**src/rtl/dsu_tile_loader_pkg.sv**
```systemverilog
// Shared accelerator definitions: bank occupancy states and the data/tile
// geometry defaults that the loader and DSU agree on.
package dsu_tile_loader_pkg;

  typedef enum logic [1:0] {
    BANK_EMPTY   = 2'd0,
    BANK_FILLING = 2'd1,
    BANK_FULL    = 2'd2
  } bank_state_e;

  localparam int DSU_DATA_W   = 16;
  localparam int DSU_TILE_LEN = 16;

endpackage

```
**src/rtl/dsu_tile_loader_tile_bank_ram.sv**
```systemverilog
// One tile bank: single synchronous write port plus a registered read port.
// Contents are deliberately not reset; stale words are masked by the loader.
module tile_bank_ram #(
  parameter int DATA_W = 16,
  parameter int DEPTH  = 16,
  parameter int ADDR_W = $clog2(DEPTH)
) (
  input  logic              clk,
  input  logic              i_wr_en,
  input  logic [ADDR_W-1:0] i_wr_addr,
  input  logic [DATA_W-1:0] i_wr_data,
  input  logic              i_rd_en,
  input  logic [ADDR_W-1:0] i_rd_addr,
  output logic [DATA_W-1:0] o_rd_data
);

  logic [DATA_W-1:0] r_mem [DEPTH];
  logic [DATA_W-1:0] r_rd_data;

  // write port and registered read port share the clock edge
  always_ff @(posedge clk) begin
    if (i_wr_en) begin
      r_mem[i_wr_addr] <= i_wr_data;
    end
    if (i_rd_en) begin
      r_rd_data <= r_mem[i_rd_addr];
    end
  end

  assign o_rd_data = r_rd_data;

endmodule

```
**src/rtl/dsu_tile_loader.sv**
```systemverilog
// Ping-pong tile loader feeding DSU: packs an input word stream into two
// alternating banks and presents each completed tile through a read port.
module dsu_tile_loader
  import dsu_tile_loader_pkg::*;
#(
  parameter int DATA_W   = DSU_DATA_W,
  parameter int TILE_LEN = DSU_TILE_LEN,
  parameter int ADDR_W   = $clog2(TILE_LEN)
) (
  input  logic              clk,
  input  logic              rst_n,
  input  logic              in_valid,
  output logic              in_ready,
  input  logic [DATA_W-1:0] in_data,
  input  logic              in_last,
  output logic              tile_valid,
  output logic              tile_bank,
  output logic [ADDR_W:0]   tile_len,
  input  logic              rd_en,
  input  logic [ADDR_W-1:0] rd_addr,
  output logic [DATA_W-1:0] rd_data,
  input  logic              tile_done
);

  bank_state_e       r_state [2];
  bank_state_e       w_state_nxt [2];
  logic [ADDR_W:0]   r_len [2];
  logic [ADDR_W:0]   w_len_nxt [2];
  logic [ADDR_W-1:0] r_wr_ptr;
  logic [ADDR_W-1:0] w_wr_ptr_nxt;
  logic              r_wr_bank;
  logic              w_wr_bank_nxt;
  logic              r_rd_bank;
  logic              w_rd_bank_nxt;
  logic              r_rd_zero;
  logic              r_rd_sel;
  logic              w_accept;
  logic              w_close;
  logic              w_release;
  logic              w_rd_in_range;
  logic [DATA_W-1:0] w_q [2];

  assign in_ready   = (r_state[r_wr_bank] != BANK_FULL);
  assign tile_valid = (r_state[r_rd_bank] == BANK_FULL);
  assign tile_bank  = r_rd_bank;
  assign tile_len   = r_len[r_rd_bank];

  assign w_accept  = in_valid && in_ready;
  assign w_close   = w_accept && ((r_wr_ptr == ADDR_W'(TILE_LEN - 1)) || in_last);
  assign w_release = tile_done && tile_valid;
  assign w_rd_in_range = ({1'b0, rd_addr} < tile_len);

  // next-state for bank occupancy, fill pointer and bank selectors
  always_comb begin
    w_state_nxt[0] = r_state[0];
    w_state_nxt[1] = r_state[1];
    w_len_nxt[0]   = r_len[0];
    w_len_nxt[1]   = r_len[1];
    w_wr_ptr_nxt   = r_wr_ptr;
    w_wr_bank_nxt  = r_wr_bank;
    w_rd_bank_nxt  = r_rd_bank;
    if (w_close) begin
      w_state_nxt[r_wr_bank] = BANK_FULL;
      w_len_nxt[r_wr_bank]   = {1'b0, r_wr_ptr} + (ADDR_W + 1)'(1);
      w_wr_ptr_nxt           = '0;
      w_wr_bank_nxt          = ~r_wr_bank;
    end else if (w_accept) begin
      w_state_nxt[r_wr_bank] = BANK_FILLING;
      w_wr_ptr_nxt           = r_wr_ptr + ADDR_W'(1);
    end else begin
      w_wr_ptr_nxt = r_wr_ptr;
    end
    // a released bank is FULL, so it can never be the bank being written
    if (w_release) begin
      w_state_nxt[r_rd_bank] = BANK_EMPTY;
      w_rd_bank_nxt          = ~r_rd_bank;
    end else begin
      w_rd_bank_nxt = r_rd_bank;
    end
  end

  // control state registers; a reset drops any partial tile
  always_ff @(posedge clk or negedge rst_n) begin
    if (!rst_n) begin
      r_state[0] <= BANK_EMPTY;
      r_state[1] <= BANK_EMPTY;
      r_len[0]   <= '0;
      r_len[1]   <= '0;
      r_wr_ptr   <= '0;
      r_wr_bank  <= 1'b0;
      r_rd_bank  <= 1'b0;
    end else begin
      r_state[0] <= w_state_nxt[0];
      r_state[1] <= w_state_nxt[1];
      r_len[0]   <= w_len_nxt[0];
      r_len[1]   <= w_len_nxt[1];
      r_wr_ptr   <= w_wr_ptr_nxt;
      r_wr_bank  <= w_wr_bank_nxt;
      r_rd_bank  <= w_rd_bank_nxt;
    end
  end

  // read-side qualifiers registered alongside the RAM read data
  always_ff @(posedge clk or negedge rst_n) begin
    if (!rst_n) begin
      r_rd_zero <= 1'b1;
      r_rd_sel  <= 1'b0;
    end else if (rd_en) begin
      r_rd_zero <= !(tile_valid && w_rd_in_range);
      r_rd_sel  <= r_rd_bank;
    end else begin
      r_rd_zero <= r_rd_zero;
      r_rd_sel  <= r_rd_sel;
    end
  end

  for (genvar g = 0; g < 2; g++) begin : g_bank
    tile_bank_ram #(
      .DATA_W (DATA_W),
      .DEPTH  (TILE_LEN),
      .ADDR_W (ADDR_W)
    ) u_ram (
      .clk       (clk),
      .i_wr_en   (w_accept && (r_wr_bank == 1'(g))),
      .i_wr_addr (r_wr_ptr),
      .i_wr_data (in_data),
      .i_rd_en   (rd_en),
      .i_rd_addr (rd_addr),
      .o_rd_data (w_q[g])
    );
  end

  assign rd_data = r_rd_zero ? '0 : w_q[r_rd_sel];

endmodule

```
**config.mk**
```make
export PLATFORM = sky130hd
export DESIGN_NAME = dsu_tile_loader
export DESIGN_NICKNAME = d
export VERILOG_FILES = /design/src/rtl/dsu_tile_loader_pkg.sv /design/src/rtl/dsu_tile_loader_tile_bank_ram.sv /design/src/rtl/dsu_tile_loader.sv
export SDC_FILE = /design/constraint.sdc
export NUM_CORES = 1
export LEC_CHECK = 0
export ABC_AREA = 1
export BUFFER_PORTS_ARGS = -buffer_cell sky130_fd_sc_hd__buf_4
export CAP_MARGIN = 20
export CORE_MARGIN = 4
export CORE_UTILIZATION = 55
export DETAILED_ROUTE_END_ITERATION = 8
export PLACE_DENSITY = 0.71
export REMOVE_ABC_BUFFERS = 1
export SYNTH_ARGS = -nofsm -noshare
export SYNTH_HDL_FRONTEND = slang
export SYNTH_HIERARCHICAL = 1
export SYNTH_SLANG_ARGS = --single-unit
```
**constraint.sdc**
```tcl
create_clock -name clk -period 2.3 [get_ports clk]
set_input_delay 0.115 -clock clk [delete_from_list [all_inputs] [get_ports clk]]
set_output_delay 0.115 -clock clk [all_outputs]
set_load 0.01 [all_outputs]
```
==> results of run 1 <==
worst max-delay path, stage by stage (launching register included):
cell and delay (ns):
dfrtp_2 0.46, inv_1 0.11, or2_2 0.27, o21ai_0 0.12, inv_1 0.22, buf_4 0.20
timing repair:
action                                  4_1_cts  5_1_grt
endpoints found under the setup margin        0        1
endpoints found under the hold margin       371        0
hold buffers                                 19        0
resized for setup                             0        1
power breakdown:
part	leakage (nW)	switching, mW	internal (mW)	total, mW
Sequential	5.20	0.326	12.0	12.3
Combinational	5.75	2.15	0.924	3.07
Clock	0.848	3.68	5.07	8.75
Total	11.8	6.15	18.0	24.1
layout make-up:
class | instances | area (µm²) | share of cell area (%)
sequential | 566 | 16900 | 61.4
multi-input combinational | 1244 | 5400 | 19.6
inverter | 417 | 1570 | 5.70
clock buffer | 77 | 1530 | 5.56
timing repair buffer | 132 | 1180 | 4.28
tap | 592 | 741 | 2.69
clock inverter | 26 | 218 | 0.791
state kept, by name, indices dropped and copies added (netlist names):
name                    count
tile_bank                   1
g_bank.u_ram/o_rd_data     32
g_bank.u_ram/r_mem        512
r_rd_zero                   1
r_rd_sel                    1
r_wr_ptr                    4
r_len                      10
r_state                     4
r_wr_bank                   1
kinds of logic (layout without fill, tap and decap cells):
logic type	Yosys count	count (layout)	share of synthesized area [%]
compound gates	45	45	1.15
fa+ha+maj	4	4	0.204
flops	566	566	68.9
buf+inv	527	652	9.07
simple gates	1193	1193	20.6
xor+xnor	2	2	0.0715
per-layer routing:
metal	GRT usage (%)	vias to the layer above	wire length, µm
li1	-	7729	-
met1	35.2	7849	24300
met2	40.2	773	27600
met3	4.13	116	5790
met4	8.72	0	1970
met5	0	-	0
worst max-delay path by stage:
stage	from	endpoint	slack [ns]
6_report	tile_bank$_DFFE_PN0N_	tile_len[3]	0.23
3_5_place_dp	r_wr_ptr[1]$_DFFE_PN0P_	r_len[1]$_DFFE_PN0P_	0.40
3_3_place_gp	r_wr_ptr[1]$_DFFE_PN0P_	r_len[0]$_DFFE_PN0P_	0.49
5_1_grt	tile_bank$_DFFE_PN0N_	tile_len[3]	0.12
2_1_floorplan	r_wr_bank$_DFFE_PN0N_	g_bank[0].u_ram/r_mem[11][0]$_DFFE_PP_	0.33
4_1_cts	tile_bank$_DFFE_PN0N_	tile_len[3]	0.14
synth_stat cells, drive strengths merged:
cell	count
a21oi	20
buf	92
clkbuf	18
clkinv	1
dfrtp	21
dfstp	1
edfxtp	544
ha	4
inv	416
nand2	748
nand3	396
nand3b	2
nand4	2
nor2	41
o21a	2
o21ai	23
or2	4
xor2	2
==> metrics.md, run 1 <==
| Metric | Value |
|---|---|
| # nets final | `about 2.4k` |
| Final Cell Area | `27500 µm²` |
| Critical Path RT | `2.18 ns` |
| Hold EP | `g_bank[1].u_ram/r_mem[9][1]$_DFFE_PP_` |
| Setup WS pre-CTS | `a little under 0.4 ns` |
| Slew Viols, Final | `0` |
| Chip width | `~220 µm` |
| Postcts setup bufs | `0` |
| Post-synth top area cell | `edfxtp_1` |
| Ports | `50` |
| Max Cap Violations | `0` |
| Reg2Reg Depth | `6` |
| Largest net degree at the start of global routing | `just under 100` |
| Most common cell after layout, fill and taps aside | `nand2_1` |
| Placed cell area | `roughly 26000 µm²` |
| RSZ-0062 raised after global routing | `no` |
| Slew headroom | `54.2%` |
| Crit end category | `primary output` |
| Worst hold margin | `approximately 0.026 ns` |
| Final Non-Filler Cells | `3054` |
| FF-to-FF Start | `r_wr_ptr[1]$_DFFE_PN0P_` |
| #FFs+latches synth | `between 500 and 600` |
| Yosys top cell area share | `66.7%` |
| Synthesis Warnings | `6` |
| Hold depth | `1` |
| Vias post-DR | `roughly 16k` |
| Cell Area, Synth | `24500 µm²` |
| Final Cycle Share | `89.9%` |
| # H-tree levels | `2` |
| First-pass GRT wire length | `approximately 92000 µm` |
| Worst R2R End | `r_len[1]$_DFFE_PN0P_` |
| R2R Setup Slk | `about 0.38 ns` |
| Worst-path maximum fanout | `11` |
| Synth Instances | `~2.3k` |
| Hpwl dp | `between 30000 and 40000 µm` |
| Fill count | `around 3.5k` |
| Worst Path Arrival | `around 2.0 ns` |
| Sequential share of the synthesized area | `68.9%` |
| PortBufs | `between 40 and 50` |
| Distinct cells, synth | `30` |
| Outcome | `finished, final reports clean` |
| Max Buffers Root-to-Sink | `3` |
| # rows | `77` |
| Drt wl/cell | `approximately 20 µm` |
| GR Overflow Total | `0` |
| Initial Util | `a little under three fifths` |
| Total power | `around 24 mW` |
| GRT Total Usage | `about a quarter` |
| DR DRC count | `0` |
| Vias in the first global route | `16.1k` |
| Least-Margin Pin Slew | `0.686 ns` |
| Fin crit period | `2.07 ns` |
| Pwr Density | `877 nW/µm²` |
| Clk_lat worst skew | `just under 0.6 ns` |
| Post-route setup slack | `roughly 0.23 ns` |
| Area Overhead vs Synth | `12.3%` |
| DR vias/cell | `~5.4` |
| Antenna cells | `0` |
| Dpl cells | `2931` |
| Synth Area per Inst | `~10 µm²` |
| Hold Crit Start | `in_data[1]` |
| Final ANT Viol Nets | `0` |
| Num CTS Buffers | `55` |
| Final setup viols | `0` |
| Min-delay worst type | `input pin to flip-flop` |
| Most frequent cells in the layout | `742 x nand2_1, 544 x edfxtp_1, 410 x inv_1` |
| LEAKAGE | `around 12 nW` |
| CP Class | `flip-flop to primary output` |
| Max VDD drop | `around 0.53 mV` |
| Clock transition at path regs | `~0.06 ns` |
| Top area cells in the synthesized netlist | `edfxtp_1 67%, nand2_1 11%, nand3_1 8.1%` |
| Clock Sinks | `566` |
| DR pass1 iterations | `6` |
| Initial antenna violation count | `0` |
| Hold Fails Final Rpt | `0` |
| Setup TNS | `0 ns` |
| Chip height | `roughly 220 µm` |
| CTS tree | `done` |
| Skew final | `roughly 0.023 ns` |
| Type of origin of the critical path | `flip-flop` |
| Layout cells sized above 1 | `under 10%` |
| Core area | `around 44000 µm²` |
| Detailed Route WL | `roughly 60000 µm` |
| Die area | `roughly 48000 µm²` |
| F_max | `~480 MHz` |
| Routability cong. | `between 0.8 and 0.9` |
| Post-layout utilization of the core | `approximately 62%` |
| First DRT Iteration DRCs | `~2.1k` |
| Clock root buffer | `clkbuf_16` |
(Power assumes the default switching activity.)
==> run 2: changes to the inputs <==
--- a/config.mk
+++ b/config.mk
@@ -11,7 +11,7 @@
 export CORE_MARGIN = 4
 export CORE_UTILIZATION = 55
 export DETAILED_ROUTE_END_ITERATION = 8
-export PLACE_DENSITY = 0.71
+export PLACE_DENSITY = 0.74
 export REMOVE_ABC_BUFFERS = 1
 export SYNTH_ARGS = -nofsm -noshare
 export SYNTH_HDL_FRONTEND = slang
==> constraint.sdc (replaced) <==
create_clock -name clk -period 1.8 [get_ports clk]
set_input_delay 0.09 -clock clk [delete_from_list [all_inputs] [get_ports clk]]
set_output_delay 0.09 -clock clk [all_outputs]
set_load 0.01 [all_outputs]
==> metrics.md, run 2 (synthesis results as in run 1) <==
| Metric | Value |
|---|---|
| GRT Total Usage | `about 25%` |
| DR DRC count | `0` |
| # H-tree levels | `2` |
| GR Overflow Total | `0` |
| Hold Fails Final Rpt | `0` |
| Vias post-DR | `roughly 17k` |
| # nets final | `2473` |
| Clk_lat worst skew | `around 0.58 ns` |
| Largest net degree at the start of global routing | `between 70 and 80` |
| Outcome | `finished, final reports clean` |
| Routability cong. | `0.917` |
| RSZ-0062 raised after global routing | `yes` |
| Clock Sinks | `566` |
| Clock transition at path regs | `~0.06 ns` |
| Slew Viols, Final | `0` |
| Detailed Route WL | `60000 µm` |
| Chip height | `approximately 220 µm` |
| Initial antenna violation count | `0` |
| LEAKAGE | `between 10 and 15 nW` |
| Die area | `48000 µm²` |
| Most common cell after layout, fill and taps aside | `nand2_1` |
| Pwr Density | `between 1000 and 1500 nW/µm²` |
| Core area | `approximately 44000 µm²` |
| Reg2Reg Depth | `6` |
| Area Overhead vs Synth | `14.5%` |
| Fin crit period | `around 1.8 ns` |
| F_max | `566 MHz` |
| Max Cap Violations | `0` |
| Critical Path RT | `1.71 ns` |
| Layout cells sized above 1 | `11.0%` |
| Max Buffers Root-to-Sink | `3` |
| Worst-path maximum fanout | `2` |
| First DRT Iteration DRCs | `2297` |
| # rows | `between 70 and 80` |
| DR pass1 iterations | `6` |
| Drt wl/cell | `around 20 µm` |
| DR vias/cell | `around 5.4` |
| Slew headroom | `between 60% and 70%` |
| Vias in the first global route | `16.1k` |
| Antenna cells | `0` |
| First-pass GRT wire length | `about 91000 µm` |
| Crit end category | `primary output` |
| Num CTS Buffers | `53` |
| Hpwl dp | `36800 µm` |
| Largest reg by FF count | `g_bank.u_ram/r_mem` |
| Most frequent cells in the layout | `740 x nand2_1, 544 x edfxtp_1, 406 x inv_1` |
| Max VDD drop | `0.687 mV` |
| CTS tree | `done` |
| Setup TNS | `0 ns` |
| Post-layout utilization of the core | `63.6%` |
| Min-delay worst type | `input pin to async pin` |
| Final ANT Viol Nets | `0` |
| Worst Path Arrival | `roughly 1.7 ns` |
| Ports | `50` |
| Chip width | `approximately 220 µm` |
| Least-Margin Pin Slew | `0.570 ns` |
| Clock root buffer | `clkbuf_16` |
| Final setup viols | `0` |
| Max FFs per register | `around 500` |
| Final Cycle Share | `approximately 100%` |
| PortBufs | `49` |
| CP Class | `flip-flop to primary output` |
| Initial Util | `between 50% and 60%` |
| Type of origin of the critical path | `flip-flop` |
| Skew final | `around 0.013 ns` |
| Worst hold margin | `around 0.019 ns` |
-- run 2: critical path, cell delays in order (launching register included) --
cell     delay [ns]
dfrtp_1        0.39
or2_2          0.33
o21ai_4        0.08
buf_6          0.13
inv_1          0.04
buf_4          0.13
-- run 2: final timing paths --
kind	slack, ns	startpoint	endpoint
min in group clk	0.02	in_data[10]	g_bank[0].u_ram/r_mem[0][10]$_DFFE_PP_
hold reg to reg	0.49	r_state[2]$_DFF_PN0_	r_state[2]$_DFF_PN0_
hold / removal	0.02	rst_n	r_rd_zero$_DFFE_PN1P_
setup reg to reg	0.07	r_wr_bank$_DFFE_PN0N_	g_bank[0].u_ram/r_mem[9][1]$_DFFE_PP_
max in group asynchronous	0.98	rst_n	r_rd_sel$_DFFE_PN0P_
setup / recovery	0.03	r_len[2]$_DFFE_PN0P_	tile_len[2]
-- run 2: metal layers --
| metal | wire [µm] | share of wire, % | track usage (%) |
|---|---|---|---|
| met2 | 28700 | 48 | 40.8 |
| met5 | 0 | 0 | 0 |
| met4 | 1930 | 3.2 | 8.13 |
| met1 | 23300 | 39 | 34.2 |
| met3 | 6020 | 10 | 4.14 |
-- run 2: power breakdown --
group | total, mW | switching, mW | internal [mW]
sequential | 15.7 | 0.418 | 15.3
combinational | 4.71 | 3.07 | 1.65
clock | 10.8 | 4.59 | 6.16
total | 31.2 | 8.08 | 23.1
-- run 2: timing repair --
action                                 4_1_cts  5_1_grt
setup endpoints to repair                   78      389
setup buffers                                2        0
pin swaps                                    1        2
hold buffers                                19        0
endpoints found under the hold margin      248        0
resized for setup                           25       24
-- run 2: final cells by class --
cell class                 instances  area [µm²]
sequential                       566       16900
fill                            3273       16100
multi-input combinational       1244        5500
timing repair buffer             161        1700
inverter                         417        1580
clock buffer                      70        1400
tap                              592         741
clock inverter                    25         246
-- run 2: per-stage QoR --
step | instance area, µm² | std cells | total power [mW] | setup WS, ns
finish | 28100 | 3075 | 31.2 | 0.0339
global route | 28100 | 3075 | 32.3 | -0.0426
CTS | 28000 | 3074 | 31.1 | -0.00183
detailed placement | 26000 | 2958 | 20.3 | -0.0366
global placement | 26000 | 2958 | 20.1 | 0.00544
floorplan | 23900 | 2227 | 18.0 | -0.168
==> run 3: changes to the inputs <==
--- a/config.mk
+++ b/config.mk
@@ -10,9 +10,12 @@
 export CAP_MARGIN = 20
 export CORE_MARGIN = 4
 export CORE_UTILIZATION = 55
+export CTS_BUF_LIST = sky130_fd_sc_hd__clkbuf_8
+export CTS_CLUSTER_SIZE = 8
 export DETAILED_ROUTE_END_ITERATION = 8
 export PLACE_DENSITY = 0.74
 export REMOVE_ABC_BUFFERS = 1
+export SLEW_MARGIN = 20
 export SYNTH_ARGS = -nofsm -noshare
 export SYNTH_HDL_FRONTEND = slang
 export SYNTH_HIERARCHICAL = 1
==> metrics.md, run 3 (synthesis results as in run 1) <==
| Metric | Value |
|---|---|
| Core area | `between 40000 and 50000 µm²` |
| FF-to-FF Start | `r_wr_bank$_DFFE_PN0N_` |
| CTS tree | `done` |
| Slew Viols, Final | `0` |
| Fin crit period | `1.85 ns` |
| Die area | `48000 µm²` |
| Worst Path Arrival | `1.76 ns` |
| Skew final | `slightly below 0.03 ns` |
| DR pass1 iterations | `6` |
| Vias post-DR | `around 17k` |
| Chip height | `219 µm` |
| Slew headroom | `roughly 60%` |
| Layout cells sized above 1 | `12.8%` |
| GR Overflow Total | `0` |
| Clock Sinks | `approximately 570` |
| Hold Fails Final Rpt | `0` |
| Worst setup path start | `r_rd_sel$_DFFE_PN0P_` |
| Initial Util | `between 50% and 60%` |
| Antenna cells | `0` |
| Final setup viols | `17` |
| Detailed Route WL | `a little over 60000 µm` |
| Num CTS Buffers | `86` |
| Met1 usage | `between 30% and 40%` |
| Chip width | `around 220 µm` |
| GRT Total Usage | `~25%` |
| Largest net degree at the start of global routing | `just under 80` |
| Outcome | `finished, violations left` |
| Max VDD drop | `0.549 mV` |
| Type of origin of the critical path | `flip-flop` |
| Clock root buffer | `clkbuf_8` |
| Critical Path RT | `approximately 1.7 ns` |
| Post-layout utilization of the core | `between 60 and 70%` |
| DR DRC count | `0` |
| # rows | `77` |
| Pwr Density | `1060 nW/µm²` |
| Post-route setup slack | `-0.0467 ns` |
| Initial antenna violation count | `0` |
| Max FFs per register | `slightly above 500` |
| Most frequent cells in the layout | `724 x nand2_1, 544 x edfxtp_1, 442 x inv_1` |
| Area Overhead vs Synth | `14.6%` |
| Vias in the first global route | `16.4k` |
| LEAKAGE | `~12 nW` |
| Failing checks | `setup timing` |
| DR vias/cell | `between 5 and 6` |
| Clock transition at path regs | `0.06 ns` |
| Final Cycle Share | `103%` |
| CP Class | `flip-flop to primary output` |
| Global routing usage on met2 | `about two fifths` |
| Crit end category | `primary output` |
| Hpwl dp | `about 37000 µm` |
| Clk_lat worst skew | `0.63 ns` |
| Routability cong. | `0.917` |
| Setup TNS | `-0.381 ns` |
| First DRT Iteration DRCs | `2191` |
| Max Cap Violations | `0` |
| Final ANT Viol Nets | `0` |
| F_max | `542 MHz` |
| # nets final | `between 2k and 3k` |
| Total power | `29.9 mW` |
| Min-delay worst type | `input pin to async pin` |
| Most common cell after layout, fill and taps aside | `nand2_1` |
| Max Buffers Root-to-Sink | `3` |
| Busiest grt layer | `met2` |
| PortBufs | `between 40 and 50` |
| # H-tree levels | `3` |
| Largest reg by FF count | `g_bank.u_ram/r_mem` |
| Setup WS pre-CTS | `-0.0366 ns` |
| Least-Margin Pin Slew | `around 0.58 ns` |
| First-pass GRT wire length | `approximately 90000 µm` |
| Drt wl/cell | `between 15 and 20 µm` |
| Worst-path maximum fanout | `7` |
| RSZ-0062 raised after global routing | `yes` |
| Ports | `50` |
| Worst hold margin | `0.0450 ns` |
| M3 GR Usage | `between 4 and 5%` |
[run 3: cell types whose count changed in the layout (fill, tap and decap cells not counted), sizes merged, moves of 3 or more]
cell         change
bufinv           -5
clkinv           -8
clkbuf          +19
buf              +6
dlygate4sd3      +3
inv             +37
[run 3: final cells by class]
type / count / area [µm²]
Sequential cell: 566 / 16900
Fill cell: 3304 / 16000
Multi-Input combinational cell: 1244 / 5620
Timing Repair Buffer: 171 / 1830
Inverter: 417 / 1580
Clock buffer: 88 / 1210
Tap cell: 592 / 741
Clock inverter: 49 / 201
Timing Repair inverter: 1 / 5.00
[run 3: what timing repair did]
item | 4_1_cts | 5_1_grt
cloned | 0 | 2
pin swaps | 3 | 13
buffers inserted | 7 | 1
hold buffers | 23 | 0
endpoints found under the setup margin | 97 | 394
hold endpoints to repair | 588 | 0
resized for setup | 34 | 52
[run 3: worst paths after layout]
| check | cells past startpoint | end | slack (ns) |
|---|---|---|---|
| max in group asynchronous | 3 | r_rd_zero$_DFFE_PN1P_ | 1.20 |
| max reg2reg | 6 | g_bank[0].u_ram/r_mem[9][2]$_DFFE_PP_ | 0.07 |
| max | 4 | rd_data[13] | -0.05 |
| min | 3 | r_wr_ptr[2]$_DFFE_PN0P_ | 0.05 |
| min reg2reg | 1 | r_state[2]$_DFF_PN0_ | 0.49 |
| min in group clk | 4 | g_bank[1].u_ram/o_rd_data[9]$_DFFE_PP_ | 0.10 |
[run 3: report_power, final]
group / internal [mW] / switching (mW)
clock network: 4.47 / 4.59
logic: 1.84 / 3.17
registers: 15.3 / 0.460
[run 3: through the flow]
step	area (µm²)	std cells
2_1_floorplan	23900	2227
3_3_place_gp	26000	2958
3_5_place_dp	26000	2958
4_1_cts	27900	3125
5_1_grt	28100	3128
6_report	28100	3128
[run 3: critical path, cell delays in order, from the launching register on]
cell      delay (ns)
dfrtp_2         0.51
clkinv_2        0.17
nand2_1         0.09
a21oi_2         0.20
buf_4           0.15
[run 3: routing by layer]
| metal | part of all wire, % | routed length (µm) |
|---|---|---|
| met1 | 39 | 23600 |
| met2 | 48 | 29300 |
| met5 | 0 | 0 |
| met4 | 2.9 | 1730 |
| met3 | 10 | 6070 |
